### src/rtl/instr_encoder.sv
// rtl/instr_encoder.sv - MIPS instruction encoder feeding instruction memory through a word FIFO
// Optional ENC_STATS_EN builds the saturating words-written counter; otherwise o_words_wr is tied to 0.
module instr_encoder #(
  parameter int          FIFO_DEPTH = 4,
  parameter int          ADDR_W     = 10,
  parameter logic [31:0] PC_BASE    = 32'h0000_3000
) (
  input  logic        i_clk,
  input  logic        i_reset,
  input  logic        i_flush,
  input  logic        i_in_valid,
  output logic        o_in_ready,
  input  logic [3:0]  i_in_mnem,
  input  logic [4:0]  i_in_rs,
  input  logic [4:0]  i_in_rt,
  input  logic [4:0]  i_in_rd,
  input  logic [4:0]  i_in_shamt,
  input  logic [15:0] i_in_imm,
  input  logic [25:0] i_in_jaddr,
  output logic        o_im_we,
  output logic [31:0] o_im_addr,
  output logic [31:0] o_im_wdata,
  input  logic        i_im_ack,
  output logic        o_err_illegal,
  output logic        o_wrapped,
  output logic [15:0] o_words_wr
);

  localparam int PTR_W = (FIFO_DEPTH > 1) ? $clog2(FIFO_DEPTH) : 1;
  localparam int CNT_W = PTR_W + 1;

  typedef enum logic {IDLE, WRITE} state_t;

  state_t             r_state;
  state_t             w_next_state;
  logic [31:0]        r_mem [FIFO_DEPTH];
  logic [PTR_W-1:0]   r_wr_ptr;
  logic [PTR_W-1:0]   r_rd_ptr;
  logic [CNT_W-1:0]   r_count;
  logic [ADDR_W-1:0]  r_widx;
  logic               r_err;
  logic               r_wrapped;
  logic [31:0]        w_enc;
  logic               w_legal;
  logic               w_accept;
  logic               w_push;
  logic               w_pop;
  logic               w_full;

  always_comb begin
    w_enc = 32'h0000_0000;
    case (i_in_mnem)
      4'd0:    w_enc = {6'h00, i_in_rs, i_in_rt, i_in_rd, 5'd0, 6'h20};
      4'd1:    w_enc = {6'h00, i_in_rs, i_in_rt, i_in_rd, 5'd0, 6'h22};
      4'd2:    w_enc = {6'h0D, i_in_rs, i_in_rt, i_in_imm};
      4'd3:    w_enc = {6'h23, i_in_rs, i_in_rt, i_in_imm};
      4'd4:    w_enc = {6'h2B, i_in_rs, i_in_rt, i_in_imm};
      4'd5:    w_enc = {6'h04, i_in_rs, i_in_rt, i_in_imm};
      4'd6:    w_enc = {6'h0F, 5'd0, i_in_rt, i_in_imm};
      4'd7:    w_enc = {6'h03, i_in_jaddr};
      4'd8:    w_enc = {6'h00, i_in_rs, 15'd0, 6'h08};
      4'd9:    w_enc = {6'h00, 5'd0, i_in_rt, i_in_rd, i_in_shamt, 6'h00};
      default: w_enc = 32'h0000_0000;
    endcase
  end

  assign w_legal    = (i_in_mnem <= 4'd10);
  assign w_full     = (r_count == CNT_W'(FIFO_DEPTH));
  assign o_in_ready = !w_full && !i_flush;
  assign w_accept   = i_in_valid && o_in_ready;
  assign w_push     = w_accept && w_legal;
  // flush suppresses the pop so the word being acknowledged is discarded with the rest
  assign w_pop      = o_im_we && i_im_ack && !i_flush;

  always_ff @(posedge i_clk) begin
    if (w_push) begin
      r_mem[r_wr_ptr] <= w_enc;
    end
  end

  always_ff @(posedge i_clk or negedge i_reset) begin
    if (!i_reset) begin
      r_wr_ptr <= '0;
      r_rd_ptr <= '0;
      r_count  <= '0;
    end else if (i_flush) begin
      r_wr_ptr <= '0;
      r_rd_ptr <= '0;
      r_count  <= '0;
    end else begin
      if (w_push) begin
        r_wr_ptr <= r_wr_ptr + PTR_W'(1);
      end
      if (w_pop) begin
        r_rd_ptr <= r_rd_ptr + PTR_W'(1);
      end
      r_count <= r_count + CNT_W'(w_push) - CNT_W'(w_pop);
    end
  end

  always_ff @(posedge i_clk or negedge i_reset) begin
    if (!i_reset) begin
      r_state <= IDLE;
    end else begin
      r_state <= w_next_state;
    end
  end

  // WRITE is entered on the push edge so the word reaches IM one cycle after acceptance
  always_comb begin
    w_next_state = r_state;
    o_im_we      = 1'b0;
    case (r_state)
      IDLE: begin
        if (w_push || (r_count != '0)) begin
          w_next_state = WRITE;
        end
      end
      WRITE: begin
        o_im_we = 1'b1;
        if (w_pop && (r_count == CNT_W'(1)) && !w_push) begin
          w_next_state = IDLE;
        end
      end
      default: w_next_state = IDLE;
    endcase
    if (i_flush) begin
      w_next_state = IDLE;
    end
  end

  assign o_im_wdata = o_im_we ? r_mem[r_rd_ptr] : 32'h0000_0000;
  assign o_im_addr  = PC_BASE + {{(30-ADDR_W){1'b0}}, r_widx, 2'b00};

  always_ff @(posedge i_clk or negedge i_reset) begin
    if (!i_reset) begin
      r_widx    <= '0;
      r_wrapped <= 1'b0;
      r_err     <= 1'b0;
    end else begin
      r_err <= w_accept && !w_legal;
      if (i_flush) begin
        r_widx <= '0;
      end else if (w_pop) begin
        r_widx <= r_widx + ADDR_W'(1);
        if (r_widx == {ADDR_W{1'b1}}) begin
          r_wrapped <= 1'b1;
        end
      end
    end
  end

  assign o_err_illegal = r_err;
  assign o_wrapped     = r_wrapped;

`ifdef ENC_STATS_EN
  logic [15:0] r_words_wr;

  always_ff @(posedge i_clk or negedge i_reset) begin
    if (!i_reset) begin
      r_words_wr <= 16'h0000;
    end else if (w_pop && (r_words_wr != 16'hFFFF)) begin
      r_words_wr <= r_words_wr + 16'h0001;
    end
  end

  assign o_words_wr = r_words_wr;
`else
  assign o_words_wr = 16'h0000;
`endif

endmodule
### config.mk
export PLATFORM = sky130hd
export DESIGN_NAME = instr_encoder
export DESIGN_NICKNAME = d
export VERILOG_FILES = /design/src/rtl/instr_encoder.sv
export SDC_FILE = /design/constraint.sdc
export NUM_CORES = 1
export LEC_CHECK = 0
export CORE_ASPECT_RATIO = 0.5
export CORE_UTILIZATION = 45
export DETAILED_ROUTE_END_ITERATION = 10
export PLACE_DENSITY = 0.82
export SYNTH_ARGS = -nofsm -noshare
export SYNTH_HDL_FRONTEND = slang
export SYNTH_SLANG_ARGS = --single-unit
### constraint.sdc
create_clock -name i_clk -period 2.4 [get_ports i_clk]
set_input_delay 0.6 -clock i_clk [delete_from_list [all_inputs] [get_ports i_clk]]
set_output_delay 0.6 -clock i_clk [all_outputs]
set_load 0.01 [all_outputs]
* Word-level counts from Yosys, hierarchy flattened
Memories as Yosys holds them, arrays and structs flattened.
Index checks and enable logic that the tools add are counted.
** Operators by class
- Magnitude comparators :: 1
- Eq/ne operators :: 12
- Mux-type cells :: 16
- Add/subtract/negate cells :: 6
- Reduce and logical (&&, ||, !) cells :: 18
- Shift operators :: 0
- Bitwise operators :: 2
- Divide/modulo/power cells :: 0
- $mul :: 0
** Operators with widths (count)
- 32-bit one-hot mux with 10 select lines :: 1
- 32-bit two-way mux :: 1
- 10-bit two-way mux :: 2
- 4-bit by 3-bit equality test with 1-bit output, second input constant :: 4
- 14-bit by 12-bit adder with 15-bit output, first input constant :: 1
- 10-bit by 1-bit adder with 10-bit output, second input constant :: 1
- 10-bit equality test, second input constant :: 1
- 4-bit by 2-bit equality test with 1-bit output, second input constant :: 2
- 4-bit equality test, second input constant :: 2
- 1-bit logical AND :: 8
- 2-bit two-way mux :: 4
- 1-bit two-way mux :: 6
- 2-bit by 1-bit adder with 2-bit output, second input constant :: 2
- 4-bit by 1-bit equality test with 1-bit output, second input constant :: 1
- 4-bit less-or-equal comparator, second input constant :: 1
- 1-bit zero test :: 4
- 4-bit zero test :: 1
- 2-bit nonzero test :: 2
- 3-bit by 1-bit adder with 3-bit output :: 1
- 3-bit by 1-bit equality test with 1-bit output, second input constant :: 1
- 3-bit equality test, second input constant :: 1
- 3-bit two-way mux :: 1
- 3-bit AND reduction :: 1
- 3-bit nonzero test :: 1
- other kinds (4) :: 5
** Word-level totals
- Bits in latches :: 0
- Input port bits :: 71
- Output and inout bits :: 84
- Memory bits (writable) :: 128
- Memories :: 1
- ROM bits :: 0
- Register bits after elaboration :: 20
** Memories
- r_mem :: words 4, width 32, read ports 1, clocked after memory_dff 0, write ports 1, RTL line 36 : logic [31:0] r_mem [FIFO_DEPTH];

* Logic depth before layout (Yosys ltp)
Gate-level depths: netlist of run 1.
- Word-level depth :: 10
- Depth in mapped cells :: 11
- Gate-level depth less buffers :: 10

* Worst setup path before layout of run 1
OpenSTA, ideal clock, no wires.
- Kind :: in2reg
- Start point :: in i_in_mnem[2]
- End point :: reg r_count[2]
- Stages on the path :: 11
- Path slack :: -0.206 ns
- Arrival :: 2.474 ns
- Library setup time :: 0.132 ns
- Cell sequence :: buf_2 -> a21o_1 -> a2111oi_4 -> inv_2 -> ha_1 -> inv_1 -> ha_1 -> inv_1 -> fa_1 -> xnor2_1 -> nor2_1
** Between the ends
- Longest elaborated chain between the ends :: 5
** Ends and longest elaborated chain
- from (decl) :: RTL line 13 : input logic [3:0] i_in_mnem,
- 4-bit less-or-equal comparator :: RTL line 67 : assign w_legal = (i_in_mnem <= 4'd10);
- 1-bit logical AND :: RTL line 71 : assign w_push = w_accept && w_legal;
- 3-bit by 1-bit adder with 3-bit output :: RTL line 97 : r_count <= r_count + CNT_W'(w_push) - CNT_W'(w_pop);
- 3-bit by 1-bit subtractor with 3-bit output :: RTL line 97
- 3-bit two-way mux :: RTL line 86 : end else if (i_flush) begin
- to (signal assigned) :: RTL line 97
- to (decl) :: RTL line 39 : logic [CNT_W-1:0] r_count;
Every way passes these cells.
A chain may end at the register's enable or synchronous reset.

* Worst setup path after layout of run 1
- Start point :: reg r_rd_ptr[0]
- End point :: out o_im_wdata[4]
** Between the ends
- Longest elaborated chain between the ends :: 2
** Ends and longest elaborated chain
- from (decl) :: RTL line 38 : logic [PTR_W-1:0] r_rd_ptr;
- from (signal assigned) :: RTL line 95 : r_rd_ptr <= r_rd_ptr + PTR_W'(1);
- memory 4 x 32 bit
- 32-bit two-way mux :: RTL line 132 : assign o_im_wdata = o_im_we ? r_mem[r_rd_ptr] : 32'h0000_0000;
- to (decl) :: RTL line 22 : output logic [31:0] o_im_wdata,
Every way passes these cells.

==> impl_metrics.json, run 1 <==
{
  "powerDensity_mw_per_mm2": 821,
  "cts-root-buf": "clkbuf_16",
  "clk_pin_slew_worst_paths_ns": 0.06,
  "avgSynthCellArea_um2": 15.5,
  "regArea_mm2": 0.00423,
  "ant_nets": 0,
  "yosys.area_share.simple_pct": 8.52,
  "p_int_w": 0.00551,
  "pin_count": 155,
  "synth.mux.area_fraction_pct": 11.3,
  "grt-ovfl-total": 0,
  "finClkSkew_ns": 0.00798,
  "clk_path_buf_depth": 2,
  "coreArea_mm2": 0.0139,
  "crit_path_start_kind": "flop",
  "fill_cells": 946,
  "fmax_mhz": 398,
  "synth_top_area_share_pct": 56.3,
  "antenna_found_initial": 0,
  "path_class": "flop to primary output",
  "die_w_um": 173,
  "dieArea_mm2": 0.0152,
  "synth_compound_area_share_pct": 7.12,
  "fin_nets": 661,
  "instances_no_fill": 787,
  "power_frac_comb_pct": 23.5,
  "synthDistinctLibCells": 50,
  "critPathCaptureType": "primary output",
  "vias_per_cell": 5.39,
  "setup_viol": 31,
  "synth_area_mm2": 0.00661,
  "grt_pass1_vias": 4297,
  "drive_above_1_share_pct": 30.8,
  "setup_slack_ns": -0.114,
  "p_sw_w": 0.00189,
  "power_frac_seq_pct": 39.8,
  "drc": 0,
  "yosysTopAreaCell": "edfxtp_1",
  "hp-class": "flop to flop",
  "htreeDepth": 4,
  "worstPathArrival_ns": 1.91,
  "synth_top_family_by_area": "multiplexers",
  "dr.pass1.iters": 5,
  "rrSetupSlack_ns": 0.13,
  "critPathTopFamily": "multiplexers",
  "fin_util_pct": 64.8,
  "cap_violations": 0,
  "area_growth_pct": 36.5,
  "wl_per_cell_um": 20.3,
  "synth_seq_cells": 144,
  "p_total_w": 0.00740,
  "period_share_pct": 105,
  "syn_inst": 426,
  "yosysSeqAreaShare_pct": 63.9,
  "pwr-share-clk_pct": 36.7,
  "synth_area_leaders": "edfxtp_1 (56%), mux4_2 (11%), dfrtp_1 (7.6%)",
  "gp_congestion": 0.833,
  "required_ns": 1.80,
  "insertedDiodeCount": 0,
  "num_vias": 4244,
  "grt_pass1_wl_mm": 24.1,
  "initial_core_util_pct": 47.5,
  "critPathBufInv": 3,
  "violations": "setup timing",
  "grt_max_degree": 32,
  "drtIter0Drc": 317,
  "ys.flop_type": "edfxtp_1",
  "critical_path.max_fanout": 7,
  "cts_tree": "yes",
  "dpl.hpwl_mm": 9.89,
  "io_buffers": 115,
  "cp_slowest_cell": "mux4_2",
  "p_sw_share_pct": 25.5,
  "ir_worst_vdd_mv": 0.535,
  "multi_input_area_mm2": 0.00219,
  "max_stage_delay_ns": 0.51,
  "crit_chain": "buf_12, buf_12, mux4_2, and2_4, buf_6",
  "synth_xor_area_share_pct": 0.795,
  "die_h_um": 87.7,
  "synth-edff-count": 124,
  "layout_min_cycle_time_ns": 2.51,
  "cts_buffers": 17,
  "clk_latency_ns": 0.43,
  "worst_pin_slew_ns": 0.972,
  "synthAdderAreaFrac_pct": 1.63,
  "p_leak_nw": 3.37,
  "clock-sinks": 144,
  "placementRows": 30,
  "rsz0062_at_grt": "true",
  "wirelength_mm": 16.0,
  "cp_common_cell": "buf_12",
  "drv_slew": 0,
  "synthArstFlopShare_pct": 13.9,
  "status": "finished with violations",
  "hold_violations": 0,
  "yosysWarnings": 0,
  "place_inst": 742,
  "timing.slew.headroom_pct": 34.9,
  "track_usage_pct": 21.9
}
-- sequential cells by signal, summed over array words and instances, names as in the netlist --
signal / cells
r_widx: 10
r_count: 3
r_mem: 124
r_rd_ptr: 2
r_wr_ptr: 2
o_err_illegal: 1
r_state: 1
o_wrapped: 1
-- metrics by stage --
step | instance area [um2] | setup slack, ns | setup TNS [ns] | hold slack (ns)
after floorplan | 6790 | -0.0626 | -0.0868 | 0.304
after global placement | 8180 | -0.437 | -30.12 | 0.451
after global routing | 9020 | -0.172 | -4.14 | 0.517
after CTS | 8970 | -0.178 | -3.24 | 0.490
final | 9020 | -0.114 | -2.29 | 0.491
after detailed placement | 8180 | -0.447 | -35.29 | 0.465
-- worst min-delay path: cells and delay by family, from the launching register on --
family          cells  cell delay (ns)
flops               1             0.36
buf+inv             1             0.05
compound gates      1             0.05
-- Yosys cell counts, types with 2 or more instances --
cell and number:
buf_4 39, a21o_1 7, nand3_1 7, edfxtp_1 124, nor2b_1 4, xor2_1 5
buf_2 10, and2_1 36, o31ai_1 4, and2_0 4, a221o_1 5, nand2_1 8
a21oi_1 12, buf_1 2, a22o_1 18, inv_1 9, nand4_1 2, o22ai_1 3
dfrtp_1 20, conb_1 2, nor2_1 12, or3_1 3, clkbuf_1 11, ha_1 7
nand2b_1 6, or4_1 4, nor3_1 4, mux2i_1 2, o21ai_0 5, mux4_2 31
-- worst paths after layout --
| path | to | depth (start not counted) | startpoint |
|---|---|---|---|
| worst max-delay path | o_im_wdata[4] | 5 | r_rd_ptr[0]$_DFFE_PN0P_ |
| worst min-delay path | o_wrapped$_DFFE_PN0P_ | 2 | o_wrapped$_DFFE_PN0P_ |
| worst max register to register | r_count[1]$_DFF_PN0_ | 10 | r_count[2]$_DFF_PN0_ |
| worst min register to register | o_wrapped$_DFFE_PN0P_ | 2 | o_wrapped$_DFFE_PN0P_ |
| max in group asynchronous | r_rd_ptr[0]$_DFFE_PN0P_ | 2 | i_reset |
| min in group asynchronous | o_wrapped$_DFFE_PN0P_ | 2 | i_reset |
-- cells by family after synthesis --
logic type      Yosys count
compound gates           61
xor+xnor                  6
fa+ha+maj                 8
buf+inv                  73
flops                   144
mux                      35
other cells               2
simple gates             97
-- power by group through the flow --
stage	Combinational, W	Sequential, W	Clock, W
5_1_grt	0.00186	0.00296	0.00284
3_3_place_gp	0.00145	0.00298	0
4_1_cts	0.00168	0.00294	0.00272
6_report	0.00174	0.00295	0.00272
3_5_place_dp	0.00147	0.00299	0
2_1_floorplan	0.000808	0.00297	0
-- layout make-up --
| cell class | count | share of cell area, % |
|---|---|---|
| Multi-Input combinational cell | 246 | 24.3 |
| Tap cell | 192 | 2.66 |
| Sequential cell | 144 | 46.8 |
| Timing Repair Buffer | 163 | 19.0 |
| Clock inverter | 14 | 2.01 |
| Inverter | 10 | 0.416 |
| Clock buffer | 18 | 4.76 |
-- cell usage in the layout (no fill, tap or decap), types with 11 or more instances in the layout --
cell type / count
dfrtp_1: 19
conb_1: 39
a21oi_1: 12
buf_4: 30
nor2_1: 11
clkdlybuf4s50_1: 80
buf_12: 18
clkbuf_16: 17
buf_6: 22
mux4_2: 31
a22o_1: 18
edfxtp_1: 124
and2_4: 23
-- routing by layer --
metal	vias to the layer above	track usage (%)	wire length (um)
li1	1865	-	-
met2	187	38.3	8190
met4	0	11.8	566
met1	2148	25.5	6270
met3	44	5.73	989
met5	-	0	0
-- timing repair --
| item | in CTS | in global routing |
|---|---|---|
| gates cloned | 2 | 0 |
| resized for setup | 158 | 22 |
| pin swaps | 31 | 3 |
| hold buffers | 0 | 0 |
| buffers inserted | 12 | 1 |
| hold endpoints to repair | 0 | 0 |
| endpoints found under the setup margin | 34 | 32 |
Note: power is estimated with default switching activity, not from simulation.
==> run 2, diff against run 1 <==
--- a/config.mk
+++ b/config.mk
@@ -9,6 +9,7 @@
 export CORE_UTILIZATION = 45
 export DETAILED_ROUTE_END_ITERATION = 10
 export PLACE_DENSITY = 0.82
+export SETUP_SLACK_MARGIN = 0.5
 export SYNTH_ARGS = -nofsm -noshare
 export SYNTH_HDL_FRONTEND = slang
 export SYNTH_SLANG_ARGS = --single-unit
==> impl_metrics.json, run 2 (synthesis results as in run 1) <==
{
  "cts_buffers": 17,
  "powerDensity_mw_per_mm2": 804,
  "worst_pin_slew_ns": 0.645,
  "pwr-share-clk_pct": 34.5,
  "clk_latency_ns": 0.42,
  "grt_pass1_wl_mm": 25.1,
  "period_share_pct": 114,
  "track_usage_pct": 22.5,
  "drv_slew": 0,
  "clk_path_buf_depth": 2,
  "hp-class": "flop to flop",
  "critPathCaptureType": "primary output",
  "cts_tree": "yes",
  "initial_core_util_pct": 47.5,
  "clk_pin_slew_worst_paths_ns": 0.06,
  "cts-hold-fix-buffers": 0,
  "required_ns": 1.80,
  "crit_chain": "buf_4, buf_16, mux4_2, and2_1, dlygate4sd2_1",
  "grt-ovfl-total": 0,
  "power_frac_comb_pct": 27.1,
  "p_sw_w": 0.00206,
  "p_int_w": 0.00560,
  "rsz0062_at_grt": "true",
  "antenna_found_initial": 0,
  "cts-root-buf": "clkbuf_16",
  "wirelength_mm": 19.0,
  "drtIter0Drc": 430,
  "io_buffers": 115,
  "hold_violations": 0,
  "power_frac_seq_pct": 38.4,
  "p_sw_share_pct": 26.9,
  "crit_path_start_kind": "flop",
  "fill_cells": 835,
  "dpl.hpwl_mm": 9.32,
  "wl_per_cell_um": 23.2,
  "max_stage_delay_ns": 0.51,
  "clock-sinks": 144,
  "dr.pass1.iters": 5,
  "critPathBufInv": 3,
  "largest_reg_flops": 124,
  "reg.largest.list": "r_mem (124), r_widx (10), r_count (3)",
  "final_cell_mix": "edfxtp_1 (124), clkdlybuf4s50_1 (64), conb_1 (39)",
  "pin_count": 155,
  "setup_slack_ns": -0.326,
  "die_w_um": 173,
  "fin_nets": 693,
  "p_total_w": 0.00766,
  "critPathTopFamily": "buffers and inverters",
  "timing.slew.headroom_pct": 56.8,
  "violations": "setup timing",
  "htreeDepth": 4,
  "grt_pass1_vias": 4450,
  "worstPathArrival_ns": 2.13,
  "critical_path.max_fanout": 7,
  "dieArea_mm2": 0.0152,
  "grt_max_degree": 32,
  "fin_tns_setup_ns": -7.98,
  "regMostFlops": "r_mem",
  "finClkSkew_ns": 0.00817,
  "drive_above_1_share_pct": 35.5,
  "cp_slowest_cell": "mux4_2",
  "gp_congestion": 0.750,
  "path_class": "flop to primary output",
  "vias_per_cell": 5.66,
  "cap_violations": 0,
  "insertedDiodeCount": 0,
  "final_common_cell": "edfxtp_1",
  "num_vias": 4630,
  "drc": 0,
  "p_leak_nw": 3.68,
  "layout_min_cycle_time_ns": 2.73,
  "ir_worst_vdd_mv": 0.442,
  "coreArea_mm2": 0.0139,
  "fmax_mhz": 367,
  "setup_viol": 31,
  "ant_nets": 0,
  "status": "finished with violations",
  "area_growth_pct": 44.1,
  "placementRows": 30,
  "die_h_um": 87.7
}
-- run 2: power groups by stage --
stage	combinational [W]	clock, W	sequential [W]
floorplan	0.000842	0	0.00297
global placement	0.00147	0	0.00298
detailed placement	0.00149	0	0.00299
CTS	0.00184	0.00262	0.00293
global route	0.00217	0.00275	0.00295
finish	0.00207	0.00264	0.00294
-- run 2: worst reg2reg max path, delay by kind of cell, from the launching register on --
kind / cells / cell delay [ns]
fa+ha+maj: 3 / 0.70
flops: 1 / 0.37
buf+inv: 4 / 0.34
compound gates: 1 / 0.32
simple gates: 2 / 0.21
xor+xnor: 1 / 0.16
-- run 2: repair_timing --
| item | CTS | global route |
|---|---|---|
| cloned | 6 | 5 |
| buffers inserted | 30 | 3 |
| setup endpoints to repair | 272 | 173 |
| pin swaps | 20 | 6 |
| gates resized for setup | 188 | 35 |
-- run 2: final timing paths --
path	from	to	slack, ns	cells after the start
min in group asynchronous	i_reset	r_widx[5]$_DFFE_PN0P_	0.52	2
worst max register to register	r_count[2]$_DFF_PN0_	r_count[2]$_DFF_PN0_	0.18	11
worst min-delay path	o_wrapped$_DFFE_PN0P_	o_wrapped$_DFFE_PN0P_	0.48	2
worst min register to register	o_wrapped$_DFFE_PN0P_	o_wrapped$_DFFE_PN0P_	0.48	2
worst max-delay path	r_rd_ptr[0]$_DFFE_PN0P_	o_im_wdata[6]	-0.33	5
max in group asynchronous	i_reset	r_count[1]$_DFF_PN0_	1.65	2
-- run 2: routing by layer --
layer / vias up / track usage (%) / wire length, um
met5: - / 0 / 0
met4: 0 / 10.5 / 531
met3: 48 / 5.51 / 1670
met2: 335 / 37.5 / 9080
met1: 2302 / 28.5 / 7690
li1: 1945 / - / -
-- run 2: final cells by class --
type | count | area (um2) | share of cell area (%)
Sequential cell | 144 | 4230 | 44.4
Multi-Input combinational cell | 246 | 2240 | 23.5
Timing Repair Buffer | 195 | 2200 | 23.1
Clock buffer | 17 | 425 | 4.47
Tap cell | 192 | 240 | 2.52
Clock inverter | 14 | 155 | 1.63
Inverter | 10 | 37.5 | 0.394
-- run 2: metrics by stage --
| step | hold slack [ns] | instance area, um2 | utilization [%] | cells | worst slack (ns) |
|---|---|---|---|---|---|
| 2_1_floorplan | 0.304 | 6830 | - | 463 | -0.0610 |
| 6_report | 0.480 | 9520 | 68.4 | 818 | -0.326 |
| 4_1_cts | 0.481 | 9250 | 66.4 | 810 | -0.280 |
| 3_3_place_gp | 0.467 | 8230 | 59.1 | 743 | -0.446 |
| 3_5_place_dp | 0.462 | 8230 | 59.1 | 743 | -0.485 |
| 5_1_grt | 0.509 | 9520 | 68.4 | 818 | -0.370 |
==> run 3, diff against run 2 <==
--- a/config.mk
+++ b/config.mk
@@ -6,7 +6,9 @@
 export NUM_CORES = 1
 export LEC_CHECK = 0
 export CORE_ASPECT_RATIO = 0.5
+export CORE_MARGIN = 5
 export CORE_UTILIZATION = 45
+export CTS_CLUSTER_DIAMETER = 50
 export DETAILED_ROUTE_END_ITERATION = 10
 export PLACE_DENSITY = 0.82
 export SETUP_SLACK_MARGIN = 0.5
==> impl_metrics.json, run 3 (synthesis results as in run 1) <==
{
  "worst_pin_slew_ns": 0.650,
  "rsz0062_at_grt": "true",
  "regArea_mm2": 0.00423,
  "drc": 0,
  "dr.pass1.iters": 5,
  "pin_count": 155,
  "place_inst": 751,
  "layout_min_cycle_time_ns": 2.57,
  "hold_violations": 0,
  "drv_slew": 0,
  "grt_max_degree": 32,
  "grt_pass1_wl_mm": 27.9,
  "cts_buffers": 17,
  "critPathCaptureType": "primary output",
  "vias_per_cell": 5.68,
  "drtIter0Drc": 627,
  "critical_path.max_fanout": 8,
  "fin_util_pct": 67.0,
  "largest_reg_flops": 124,
  "final_common_cell": "edfxtp_1",
  "p_total_w": 0.00750,
  "min_from": "o_wrapped$_DFFE_PN0P_",
  "coreArea_mm2": 0.0144,
  "grt-ovfl-total": 0,
  "cp-startpoint": "r_rd_ptr[0]$_DFFE_PN0P_",
  "die_h_um": 95.7,
  "antenna_found_initial": 1,
  "cap_violations": 0,
  "path_class": "flop to primary output",
  "ant_nets": 0,
  "timing.slew.headroom_pct": 56.6,
  "clk_pin_slew_worst_paths_ns": 0.06,
  "gp_congestion": 0.817,
  "initial_core_util_pct": 45.8,
  "insertedDiodeCount": 0,
  "p_leak_nw": 3.72,
  "grt_pass1_vias": 4751,
  "die_w_um": 181,
  "required_ns": 1.80,
  "num_vias": 4707,
  "powerDensity_mw_per_mm2": 776,
  "hp-class": "flop to flop",
  "io_buffers": 115,
  "crit_path_start_kind": "flop",
  "fill_cells": 869,
  "reg.largest.list": "r_mem (124), r_widx (10), r_count (3)",
  "placementRows": 31,
  "htreeDepth": 4,
  "drive_above_1_share_pct": 36.8,
  "final_cell_mix": "edfxtp_1 (124), clkdlybuf4s50_1 (64), buf_6 (46)",
  "multi_input_area_mm2": 0.00223,
  "instances_no_fill": 828,
  "clock-sinks": 144,
  "fin_nets": 696,
  "cts-root-buf": "clkbuf_16",
  "regMostFlops": "r_mem",
  "fmax_mhz": 390,
  "setup_slack_ns": -0.167,
  "ir_worst_vdd_mv": 0.399,
  "dieArea_mm2": 0.0174,
  "violations": "setup timing",
  "wl_per_cell_um": 24.2,
  "area_growth_pct": 46.2,
  "track_usage_pct": 21.7,
  "period_share_pct": 107,
  "setup_viol": 30,
  "finClkSkew_ns": 0.0110,
  "clk_latency_ns": 0.43,
  "fin_tns_setup_ns": -3.26,
  "worstPathArrival_ns": 1.97,
  "reg2reg_from": "r_count[2]$_DFF_PN0_",
  "dpl.hpwl_mm": 10.2,
  "status": "finished with violations",
  "wirelength_mm": 20.0,
  "clk_path_buf_depth": 2,
  "cts_tree": "yes"
}
## run 3: changes by cell type in the layout (fill, tap and decap cells not counted), moves of 3 or more
cell | before | now
and2_1 | 11 | 3
and2_4 | 25 | 33
buf_12 | 17 | 23
buf_16 | 6 | 10
buf_2 | 9 | 2
buf_6 | 37 | 46
clkbuf_16 | 22 | 19
dlygate4sd2_1 | 18 | 14
inv_8 | 0 | 3
## run 3: power breakdown
part	switching [W]	internal [W]	leakage (nW)
sequential	0.0000648	0.00287	1.41
clock	0.00117	0.00136	0.261
combinational	0.000869	0.00116	2.05
total	0.00211	0.00539	3.72
## run 3: worst paths after layout
| check | to | slack (ns) | cells after the start |
|---|---|---|---|
| worst max register to register | r_count[1]$_DFF_PN0_ | 0.19 | 10 |
| max in group asynchronous | r_rd_ptr[0]$_DFFE_PN0P_ | 1.64 | 2 |
| worst min register to register | o_wrapped$_DFFE_PN0P_ | 0.47 | 2 |
| min in group asynchronous | r_widx[7]$_DFFE_PN0P_ | 0.52 | 2 |
| worst max-delay path | o_im_wdata[3] | -0.17 | 5 |
| worst min-delay path | o_wrapped$_DFFE_PN0P_ | 0.47 | 2 |
## run 3: stage by stage
| stage | worst slack (ns) | hold slack, ns | instance area, um2 |
|---|---|---|---|
| 2_1_floorplan | -0.0610 | 0.304 | 6830 |
| 3_3_place_gp | -0.386 | 0.452 | 8240 |
| 3_5_place_dp | -0.477 | 0.455 | 8240 |
| 4_1_cts | -0.133 | 0.473 | 9410 |
| 5_1_grt | -0.211 | 0.490 | 9660 |
| 6_report | -0.167 | 0.473 | 9660 |
## run 3: layout make-up
class | instances | share of cell area [%]
Inverter | 10 | 0.414
Tap cell | 198 | 2.56
Clock buffer | 18 | 4.44
Multi-Input combinational cell | 246 | 23.1
Timing Repair Buffer | 198 | 24.5
Clock inverter | 14 | 1.26
Sequential cell | 144 | 43.8
## run 3: worst max-delay path: stages (launching register included)
cell	delay [ns]
dfrtp_2	0.41
buf_12	0.16
buf_12	0.15
mux4_2	0.52
and2_4	0.19
buf_6	0.12
## run 3: timing repair
item	CTS	global route
hold endpoints to repair	0	0
pin swaps	29	9
endpoints found under the setup margin	264	180
buffers inserted	26	7
hold buffers	0	0
cloned	10	2
gates resized for setup	218	41
## run 3: routing by layer
metal | GRT usage [%] | routed length (um) | up-vias
met3 | 5.66 | 1790 | 73
met1 | 26.4 | 7420 | 2330
met2 | 38.2 | 9950 | 345
met4 | 8.24 | 848 | 2
met5 | 0 | 13 | -
li1 | - | - | 1957
